`config.mk`:
```
export PLATFORM = sky130hd
export DESIGN_NAME = cost_table_loader
export DESIGN_NICKNAME = d
export VERILOG_FILES = /design/src/rtl/jam_pkg.sv /design/src/rtl/cost_ram.sv /design/src/rtl/cost_table_loader.sv
export SDC_FILE = /design/constraint.sdc
export NUM_CORES = 1
export LEC_CHECK = 0
export BUFFER_PORTS_ARGS = -buffer_cell sky130_fd_sc_hd__buf_4
export CORE_UTILIZATION = 35
export DETAILED_ROUTE_END_ITERATION = 10
export PLACE_DENSITY_LB_ADDON = 0.08
export RECOVER_POWER = 25
export SLEW_MARGIN = 20
export SYNTH_ARGS = -nofsm -noshare
export SYNTH_HDL_FRONTEND = slang
export SYNTH_SLANG_ARGS = --single-unit
```
`constraint.sdc`:
```
create_clock -name CLK -period 4.5 [get_ports CLK]
set_input_delay 0.9 -clock CLK [delete_from_list [all_inputs] [get_ports CLK]]
set_output_delay 0.9 -clock CLK [all_outputs]
set_load 0.05 [all_outputs]
```
`src/rtl/jam_pkg.sv`:
```
// Shared constants and state encoding for the job-assignment datapath.
// Widths here must agree with the assignment engine that consumes the cost table.
package jam_pkg;

    localparam int N_WORK  = 8;
    localparam int COST_W  = 7;
    localparam int TOTAL_W = 10;
    localparam int COL_W   = $clog2(N_WORK);
    localparam int IDX_W   = 2 * COL_W;
    localparam int N_ENTRY = N_WORK * N_WORK;

    localparam logic [COST_W-1:0] COST_MAX = '1;

    typedef enum logic {
        LOAD  = 1'b0,
        READY = 1'b1
    } state_t;

    function automatic logic [COST_W-1:0] min_cost(input logic [COST_W-1:0] a,
                                                   input logic [COST_W-1:0] b);
        return (a < b) ? a : b;
    endfunction

endpackage

```
`src/rtl/cost_ram.sv`:
```
// 64x7 cost storage: one synchronous write port, one asynchronous read port.
// Contents are deliberately not reset; readers gate the output until a full load.
module cost_ram
    import jam_pkg::*;
(
    input  logic              CLK,
    input  logic              we,
    input  logic [IDX_W-1:0]  waddr,
    input  logic [COST_W-1:0] wdata,
    input  logic [IDX_W-1:0]  raddr,
    output logic [COST_W-1:0] rdata
);

    logic [COST_W-1:0] mem [N_ENTRY];

    always_ff @(posedge CLK) begin
        if (we) begin
            mem[waddr] <= wdata;
        end
    end

    assign rdata = mem[raddr];

endmodule

```
`src/rtl/cost_table_loader.sv`:
```
// Streams a row-major 8x8 cost table into local storage and tracks the sum of
// row minima as a lower bound for the downstream assignment engine.
module cost_table_loader
    import jam_pkg::*;
(
    input  logic               CLK,
    input  logic               RST,
    input  logic               In_valid,
    output logic               In_ready,
    input  logic [COST_W-1:0]  In_data,
    input  logic               Reload,
    input  logic [COL_W-1:0]   W,
    input  logic [COL_W-1:0]   J,
    output logic [COST_W-1:0]  Cost,
    output logic               Table_ready,
    output logic [TOTAL_W-1:0] LowerBound
);

    state_t             state;
    state_t             state_next;
    logic [IDX_W-1:0]   idx;
    logic [COST_W-1:0]  row_min;
    logic [COST_W-1:0]  row_min_new;
    logic [TOTAL_W-1:0] lower_bound;
    logic               table_ready_q;
    logic               handshake;
    logic               row_last;
    logic [COST_W-1:0]  ram_rdata;

    assign handshake   = In_valid && In_ready;
    assign row_last    = (idx[COL_W-1:0] == COL_W'(N_WORK - 1));
    assign row_min_new = min_cost(row_min, In_data);

    always_ff @(posedge CLK) begin
        if (RST) begin
            state <= LOAD;
        end else begin
            state <= state_next;
        end
    end

    always_comb begin
        state_next = state;
        case (state)
            LOAD:    if (handshake && idx == IDX_W'(N_ENTRY - 1)) state_next = READY;
            READY:   if (Reload) state_next = LOAD;
            default: state_next = LOAD;
        endcase
    end

    always_comb begin
        In_ready = (state == LOAD) && !Reload;
        Cost     = table_ready_q ? ram_rdata : '0;
    end

    // Reload in either state discards progress; the accumulator only moves on row ends.
    always_ff @(posedge CLK) begin
        if (RST) begin
            idx           <= '0;
            row_min       <= COST_MAX;
            lower_bound   <= '0;
            table_ready_q <= 1'b0;
        end else begin
            table_ready_q <= (state_next == READY);
            if (Reload) begin
                idx         <= '0;
                row_min     <= COST_MAX;
                lower_bound <= '0;
            end else if (handshake) begin
                idx <= idx + IDX_W'(1);
                if (row_last) begin
                    lower_bound <= lower_bound + {{(TOTAL_W - COST_W){1'b0}}, row_min_new};
                    row_min     <= COST_MAX;
                end else begin
                    row_min <= row_min_new;
                end
            end
        end
    end

    cost_ram u_cost_ram (
        .CLK   (CLK),
        .we    (handshake),
        .waddr (idx),
        .wdata (In_data),
        .raddr ({W, J}),
        .rdata (ram_rdata)
    );

    assign Table_ready = table_ready_q;
    assign LowerBound  = lower_bound;

endmodule
```
==> metrics.yaml, run 1 <==
n_antenna_cell: 0
track_usage: 0.180
cts_buffers: 52
vias: 9796
drt_iter0_markers: 787
stdcell_area_um2: 22100
place.port_buffers: 35
wl_met1_um: 23300
dieArea_um2: 55500
io_pins: 36
final_common_cell: "edfxtp_1"
synth-main-ff-cell: "edfxtp_1"
hpwlAfterDp_um: 30900
drc: 0
seqPwrFrac: 0.515
ant_nets: 0
syn_area_per_cell_um2: 18.8
setup_viol: 0
dieWidth_um: 236
p_switching_uw: 1990
routed.top_layer: "met4"
grt_pass1_vias: 10100
placed_area_um2: 20500
dpl.cell_count: 1755
cts_root_buf: "clkbuf_16"
synthTopCellsByArea: "edfxtp_1, mux4_2, dfxtp_1, nor2_1, mux2i_1"
grt_pass1_wl_um: 71900
cp.required_ns: 3.60
yosysSeqAreaShare: 0.730
antenna_found_initial: 0
cts_max_level: 2
cts.sinks: 472
cts_buffer_depth: 3
slew_violations: 66
ys_ff_latch: 472
tritoncts: "done"
final_cell_mix: "edfxtp_1, mux4_2, nor2_1"
met3_wirelength_um: 2010
hold_class: "flop to flop"
start_kind: "input port"
grt_setup_unrepaired: "false"
synth.top_cell.area_share: 0.705
grt_max_degree: 67
gp_congestion: 0.788
drive_gt1_frac: 0.256
fin_nets: 1146
clk_latency_ns: 0.58
synthToLayoutAreaGrowth_pct: 15.6
wl_um: 49100
grt_overflow: 0
final.period_utilization: 0.915
power_frac_clock: 0.435
fmax_ghz: 0.243
yosysWarnings: 0
vdd_drop_max_v: 0.000244
whs_ns: 0.493
synth_edf_count: 448
synth_area_um2: 19100
cts_hold_buf: 0
fin_cells: 1849
met2_length_um: 22500
post_drt_wl_per_cell_um: 26.5
synth_area_leader_cell: "edfxtp_1"
die_h_um: 236
end_kind: "output pin"
finalPower_uw: 9350
finalCriticalPeriod_ns: 4.12
syn_inst: 1018
failed_checks: "max-capacitance violations, max-slew violations"
worst_slew_pin_slew_ns: 3.16
drv_cap: 1
power.density_nw_per_um2: 424
vias_per_cell: 5.30
drtPass1Iterations: 5
hold_viol: 0
crit_arrival_ns: 3.22
crit_type: "input port to output pin"
p_comb_frac: 0.050
start_util: 0.355
p_sw_frac: 0.213
num_rows: 85
worst-path-max-fanout: 14
leakagePower_uw: 0.00708
relSlewSlack: -1.11
cts_resized: 0
clk_pin_slew_ns: 0.06
status: "finished with violations"
totalNegativeSetupSlack_ns: 0
syn_nets: 1051
synth_cell_types: 59
placeableCoreArea_um2: 53800
ys_async_sr_fraction: 0
cts_setup_buffers: 0
skew_ns: 0.0160
p_int_uw: 7360
cells in the mapped netlist (all sizes together) (14+ instances only):
library cell,count
edfxtp,448
buf,39
nand3,14
mux4,110
ha,15
dfxtp,24
a21oi,21
o21ai,14
clkbuf,16
o22ai,16
nor2,109
nor3,15
nor2b,14
mux2i,22
nand2,27
path summary, 6_finish.rpt:
kind                                     from             to  slack [ns]  cells past startpoint
worst min-delay path            LowerBound[4]  LowerBound[4]        0.49                      2
worst max-delay path                     J[1]        Cost[4]        0.38                      9
worst max register to register     row_min[4]  LowerBound[7]        0.96                     13
worst min register to register  LowerBound[4]  LowerBound[4]        0.49                      2
sequential cells by signal (all words and copies together), names as in the netlist:
register and cells:
u_cost_ram.mem 448, LowerBound 10, row_min 7, idx 6
Table_ready 1
cell families (layout without fill, tap and decap cells):
group / after synthesis / after routing / synth area share
XOR/XNOR: 8 / 8 / 0.00367
adder cells (fa/ha/maj): 16 / 16 / 0.0109
AO/OA/AOI/OAI: 97 / 97 / 0.0347
AND/OR/NAND/NOR: 218 / 218 / 0.0523
buffers and inverters: 63 / 198 / 0.0202
flip-flops: 472 / 472 / 0.730
multiplexers: 144 / 144 / 0.148
metrics by stage:
stage	utilization	setup WS, ns
after global placement	0.380	0.306
after detailed placement	0.380	0.301
after CTS	0.410	0.304
final	0.410	0.384
after global routing	0.410	0.274
after floorplan	-	0.0595
layout make-up:
type	count	area (um^2)
clock buffers	61	1360
inverters	8	30.0
multi-input cells	483	4780
clock inverters	33	255
repair buffers	96	838
well taps	696	871
flip-flops and latches	472	13900
fillers	4841	31800
worst max-delay path, cell delays in order:
cell     delay, ns
buf_6         0.20
buf_12        0.21
buf_12        0.18
mux4_2        0.52
a221o_1       0.43
a21oi_1       0.25
o22ai_1       0.14
buf_4         0.17
buf_4         0.18
power groups by stage:
stage,sequential [uW],combinational (uW),clock (uW)
after floorplan,4900,258,0
after global placement,4900,479,0
after detailed placement,4910,480,0
after CTS,4810,481,4170
after global routing,4810,506,4340
final,4810,468,4070
layer usage:
metal,up-vias,track usage
li1,4313,-
met2,203,0.277
met4,0,0.0572
met5,-,0
met3,66,0.0304
met1,5214,0.261
No activity file was read; power rests on OpenSTA's default activity.
==> inputs of run 2 (changes only) <==
--- a/config.mk
+++ b/config.mk
@@ -6,9 +6,11 @@
 export NUM_CORES = 1
 export LEC_CHECK = 0
 export BUFFER_PORTS_ARGS = -buffer_cell sky130_fd_sc_hd__buf_4
+export CELL_PAD_IN_SITES_DETAIL_PLACEMENT = 2
+export CELL_PAD_IN_SITES_GLOBAL_PLACEMENT = 2
 export CORE_UTILIZATION = 35
 export DETAILED_ROUTE_END_ITERATION = 10
-export PLACE_DENSITY_LB_ADDON = 0.08
+export PLACE_DENSITY = 0.59
 export RECOVER_POWER = 25
 export SLEW_MARGIN = 20
 export SYNTH_ARGS = -nofsm -noshare
==> run 2 against run 1 <==
Effect of this change: the flow still finishes with violations (max-capacitance violations, max-slew violations); worst setup slack got worse by 0.24 ns; core utilization fell by 0.22 points; clock-buffer cell count fell by 1; highest routed layer unchanged; clock power barely moved.
==> metrics.yaml, run 2 (same netlist as run 1, synthesis figures left out) <==
crit_type: "input port to output pin"
place.port_buffers: 35
fmax_ghz: 0.229
cts_hold_buf: 0
fin_nets: 1143
final_cell_mix: "edfxtp_1, mux4_2, nor2_1"
start_util: 0.355
drtPass1Iterations: 4
r2r_start: "row_min[1]"
hpwlAfterDp_um: 35800
leakagePower_uw: 0.00701
drive_gt1_frac: 0.247
holdCritStartpoint: "RST"
clk_latency_ns: 0.60
relSlewSlack: -1.04
post-place-ws_ns: 0.152
power.density_nw_per_um2: 426
gp_congestion: 0.780
grt_setup_unrepaired: "false"
crit_arrival_ns: 3.46
tritoncts: "done"
drc: 0
final.period_utilization: 0.968
hold_class: "input port to flop"
cts_buffer_depth: 3
post_drt_wl_per_cell_um: 29.4
drt_iter0_markers: 841
hold_depth: 2
ant_nets: 0
vias: 9999
cts_setup_buffers: 0
vdd_drop_max_v: 0.000283
skew_ns: 0.0289
failed_checks: "max-capacitance violations, max-slew violations"
totalNegativeSetupSlack_ns: 0
setup_viol: 0
drv_cap: 2
hold_viol: 0
track_usage: 0.200
cp.required_ns: 3.60
cts_max_level: 2
synthToLayoutAreaGrowth_pct: 14.9
vias_per_cell: 5.41
antenna_found_initial: 0
end_kind: "output pin"
dieWidth_um: 236
dieArea_um2: 55500
cts_root_buf: "clkbuf_16"
status: "finished with violations"
crit_start: "J[2]"
worst_slack_ns: 0.142
grt_max_degree: 67
start_kind: "input port"
worst_slew_pin_slew_ns: 3.06
cts_buffers: 53
reg2regPathDepth: 13
largest_reg_flops: 448
cts_resized: 0
n_antenna_cell: 0
wl_um: 54200
slew_violations: 128
largest-register: "u_cost_ram.mem"
die_h_um: 236
io_pins: 36
num_rows: 85
final_common_cell: "edfxtp_1"
clk_pin_slew_ns: 0.06
grt_pass1_vias: 11000
cts.sinks: 472
finalCriticalPeriod_ns: 4.36
grt_pass1_wl_um: 79600
placeableCoreArea_um2: 53800
grt_overflow: 0
worst-path-max-fanout: 23
==> run 2: cell count changes in the layout (fill, tap and decap cells not counted) <==
cell       change
buf_12         -4
clkbuf_16      +1
nor3b_1        +1
clkinv_4       +1
clkinv_8       +1
bufinv_16      -2
buf_4          -5
clkinv_2       +2
clkbuf_4       -4
clkbuf_1       +6
clkbuf_8       +1
clkinv_1       +2
nor3b_2        -1
inv_6          -1
==> run 2: path summary, 6_finish.rpt <==
| path | slack [ns] | end |
|---|---|---|
| min reg2reg | 0.50 | LowerBound[4] |
| max reg2reg | 0.91 | LowerBound[7] |
| max | 0.14 | Cost[4] |
| min | 0.46 | Table_ready |
==> run 2: cell type report <==
| class | count | area, um^2 |
|---|---|---|
| inverter | 8 | 30.0 |
| timing repair buffer | 92 | 724 |
| tap | 696 | 871 |
| sequential | 472 | 13900 |
| fill | 5105 | 31900 |
| clock buffer | 60 | 1380 |
| multi-input combinational | 483 | 4770 |
| clock inverter | 36 | 229 |
==> run 2: worst max-delay path, stage by stage <==
cell,delay [ns]
buf_4,0.38
mux4_2,0.55
nor2b_1,0.14
a311oi_1,0.45
a21oi_1,0.12
nor3_1,0.34
o22ai_1,0.17
buf_4,0.18
buf_4,0.18
==> run 2: stage by stage <==
step	instance area, um^2	total power [uW]	hold slack (ns)	utilization	std cells
global route	21900	9640	0.441	0.408	1847
global placement	20400	5380	0.488	0.379	1751
finish	21900	9350	0.460	0.408	1847
CTS	22000	9450	0.423	0.409	1847
detailed placement	20400	5390	0.491	0.379	1751
floorplan	19100	5160	0.495	-	1018
==> run 2: where the power goes <==
part / internal (uW) / switching (uW) / total [uW] / leakage [uW]
combinational: 174 / 294 / 467 / 0.00199
clock: 2310 / 1760 / 4070 / 0.000796
sequential: 4810 / 3.32 / 4820 / 0.00422
==> run 2: routing by layer <==
| metal | track usage | share of wire |
|---|---|---|
| met1 | 0.277 | 0.45 |
| met2 | 0.329 | 0.49 |
| met3 | 0.0292 | 0.034 |
| met4 | 0.0562 | 0.023 |
| met5 | 0 | 0 |
==> inputs of run 3 (changes only) <==
--- a/config.mk
+++ b/config.mk
@@ -12,7 +12,9 @@
 export DETAILED_ROUTE_END_ITERATION = 10
 export PLACE_DENSITY = 0.59
 export RECOVER_POWER = 25
+export SKIP_CTS_REPAIR_TIMING = 1
 export SLEW_MARGIN = 20
 export SYNTH_ARGS = -nofsm -noshare
 export SYNTH_HDL_FRONTEND = slang
+export SYNTH_HIERARCHICAL = 1
 export SYNTH_SLANG_ARGS = --single-unit
==> run 3 against run 2 <==
Effect of this change: the run now ends clean; total power up 0.52%; sequential share of layout area down 0.15 points; via count down 1.6%; maximum frequency up 7.8%; critical path type unchanged; wire length down 6.4%; worst setup slack better by 0.31 ns; cell area up 0.23%; sequential power about the same; global-route usage down 1.1 points.
==> metrics.yaml, run 3 <==
cts_buffer_depth: 3
r2r_start: "row_min[2]"
yosysMostFrequentCell: "edfxtp_1"
gp_congestion: 0.745
n_fill_cell: 5060
place.port_buffers: 35
final_common_cell: "edfxtp_1"
vias: 9842
n_antenna_cell: 0
crit_arrival_ns: 3.14
worst-path-max-fanout: 14
worst_slack_ns: 0.457
dpl.cell_count: 1734
drv_cap: 0
start_kind: "input port"
cp.required_ns: 3.60
grt_max_degree: 67
grt_pass1_wl_um: 75500
syn_area_per_cell_um2: 19.1
num_rows: 85
relSlewSlack: 0.361
endpoint: "Cost[0]"
yosysWarnings: 6
start_util: 0.354
grt_pass1_vias: 10700
totalNegativeSetupSlack_ns: 0
hold_viol: 0
fin_nets: 1125
skew_ns: 0.0125
final.period_utilization: 0.899
syn_inst: 997
dieArea_um2: 55300
hold_class: "input port to flop"
dieWidth_um: 235
yosys-top-cells-count: "edfxtp_1, mux4_2, nor2_1"
synth_cell_types: 53
post_drt_wl_per_cell_um: 27.8
vdd_drop_max_v: 0.000267
drt_iter0_markers: 603
yosys.area_share.simple: 0.0493
setup_viol: 0
io_pins: 36
final_cell_mix: "edfxtp_1, mux4_2, nor2_1"
cts_max_level: 2
synth-main-ff-cell: "edfxtp_1"
synth_top_family_by_area: "multiplexers"
reg2reg_slack_ns: 0.70
synth_area_leader_cell: "edfxtp_1"
ant_nets: 0
slew_violations: 0
synthMuxAreaShare: 0.151
worst_slew_pin_slew_ns: 0.955
die_h_um: 235
wl_um: 50700
leakagePower_uw: 0.00702
r2r-end: "LowerBound[8]"
tritoncts: "done"
crit_start: "J[0]"
synthToLayoutAreaGrowth_pct: 15.6
vias_per_cell: 5.39
yosysSeqAreaShare: 0.732
largest_reg_flops: 448
antenna_found_initial: 3
synth-adder-area-share: 0.0109
drtPass1Iterations: 4
cts.sinks: 472
largest-register: "u_cost_ram/mem"
finalCriticalPeriod_ns: 4.04
clk_pin_slew_ns: 0.05
placeableCoreArea_um2: 53800
synth-compound-area-share: 0.0354
synth_area_um2: 19000
syn_nets: 1030
reg2regPathDepth: 13
post-place-ws_ns: 0.191
synthXorXnorAreaFrac: 0.00414
power.density_nw_per_um2: 427
cts_root_buf: "clkbuf_16"
ys_ff_latch: 472
end_kind: "output pin"
fin_cells: 1826
grt_setup_unrepaired: "false"
clk_latency_ns: 0.58
drive_gt1_frac: 0.250
crit_type: "input port to output pin"
cts_buffers: 52
synth.top_cell.area_share: 0.707
track_usage: 0.189
status: "complete, no violations"
drc: 0
synth_edf_count: 448
synthTopCellsByArea: "edfxtp_1, mux4_2, dfxtp_1, nor2_1, mux2i_1"
fmax_ghz: 0.247
hpwlAfterDp_um: 32400
grt_overflow: 0
ys_async_sr_fraction: 0
-- run 3: cell types whose count changed after synthesis, moves of 5 or more --
cell / previous run / this run
o221ai_1: 1 / 9
nor3_1: 15 / 8
o31ai_1: 2 / 8
or2_2: 6 / 1
nor2b_1: 14 / 6
and2_1: 2 / 8
buf_4: 12 / 6
a22oi_1: 2 / 8
nor2_1: 109 / 104
clkbuf_1: 15 / 20
nand2b_1: 12 / 6
-- run 3: cell families after synthesis --
| kind of cell | count (synthesis) |
|---|---|
| DFF | 472 |
| adders and majority gates | 16 |
| xor gates and xnor gates | 9 |
| and+or+nand+nor | 198 |
| AOI/OAI and AO/OA | 97 |
| buffers and inverters | 59 |
| muxes | 146 |
-- run 3: where the power goes --
group	switching (uW)	internal [uW]	leakage [uW]	total, uW
Sequential	3.91	4810	0.00422	4810
Combinational	283	181	0.00202	464
Clock	1680	2440	0.000785	4120
-- run 3: metal layers --
layer,wire [um],vias up,global-route usage
met3,1880,77,0.0304
met5,0,-,0
met2,25100,185,0.314
li1,-,4258,-
met1,22600,5322,0.258
met4,1160,0,0.0498
-- run 3: final cells by class --
type	instances	area, um^2	share of cell area
Inverter	9	33.8	0.00154
Tap cell	696	871	0.0396
Multi-Input combinational cell	466	4770	0.217
Sequential cell	472	13900	0.634
Timing Repair Buffer	91	767	0.0349
Clock inverter	21	223	0.0101
Clock buffer	71	1390	0.0634
-- run 3: worst max-delay path, stage by stage --
cell and delay (ns):
buf_6 0.17, buf_4 0.33, mux4_2 0.58, a22oi_1 0.29
a41oi_1 0.21, a41o_1 0.24, and2_1 0.20, buf_4 0.21
-- run 3: how the worst min path moves through the flow --
| stage | start | to | slack, ns | cells after the start |
|---|---|---|---|---|
| 2_1_floorplan | idx[5] | idx[5] | 0.47 | 2 |
| 4_1_cts | RST | Table_ready | 0.45 | 2 |
| 3_3_place_gp | LowerBound[6] | LowerBound[6] | 0.49 | 2 |
| 3_5_place_dp | LowerBound[6] | LowerBound[6] | 0.50 | 2 |
| 6_report | RST | Table_ready | 0.48 | 2 |
| 5_1_grt | RST | Table_ready | 0.48 | 2 |
-- run 3: per-stage QoR --
stage | total power, uW | cell area [um^2] | util | hold WS [ns]
2_1_floorplan | 5160 | 19000 | - | 0.470
3_3_place_gp | 5380 | 20400 | 0.379 | 0.491
3_5_place_dp | 5390 | 20400 | 0.379 | 0.499
4_1_cts | 9530 | 22000 | 0.409 | 0.446
5_1_grt | 9700 | 22000 | 0.409 | 0.477
6_report | 9400 | 22000 | 0.409 | 0.482
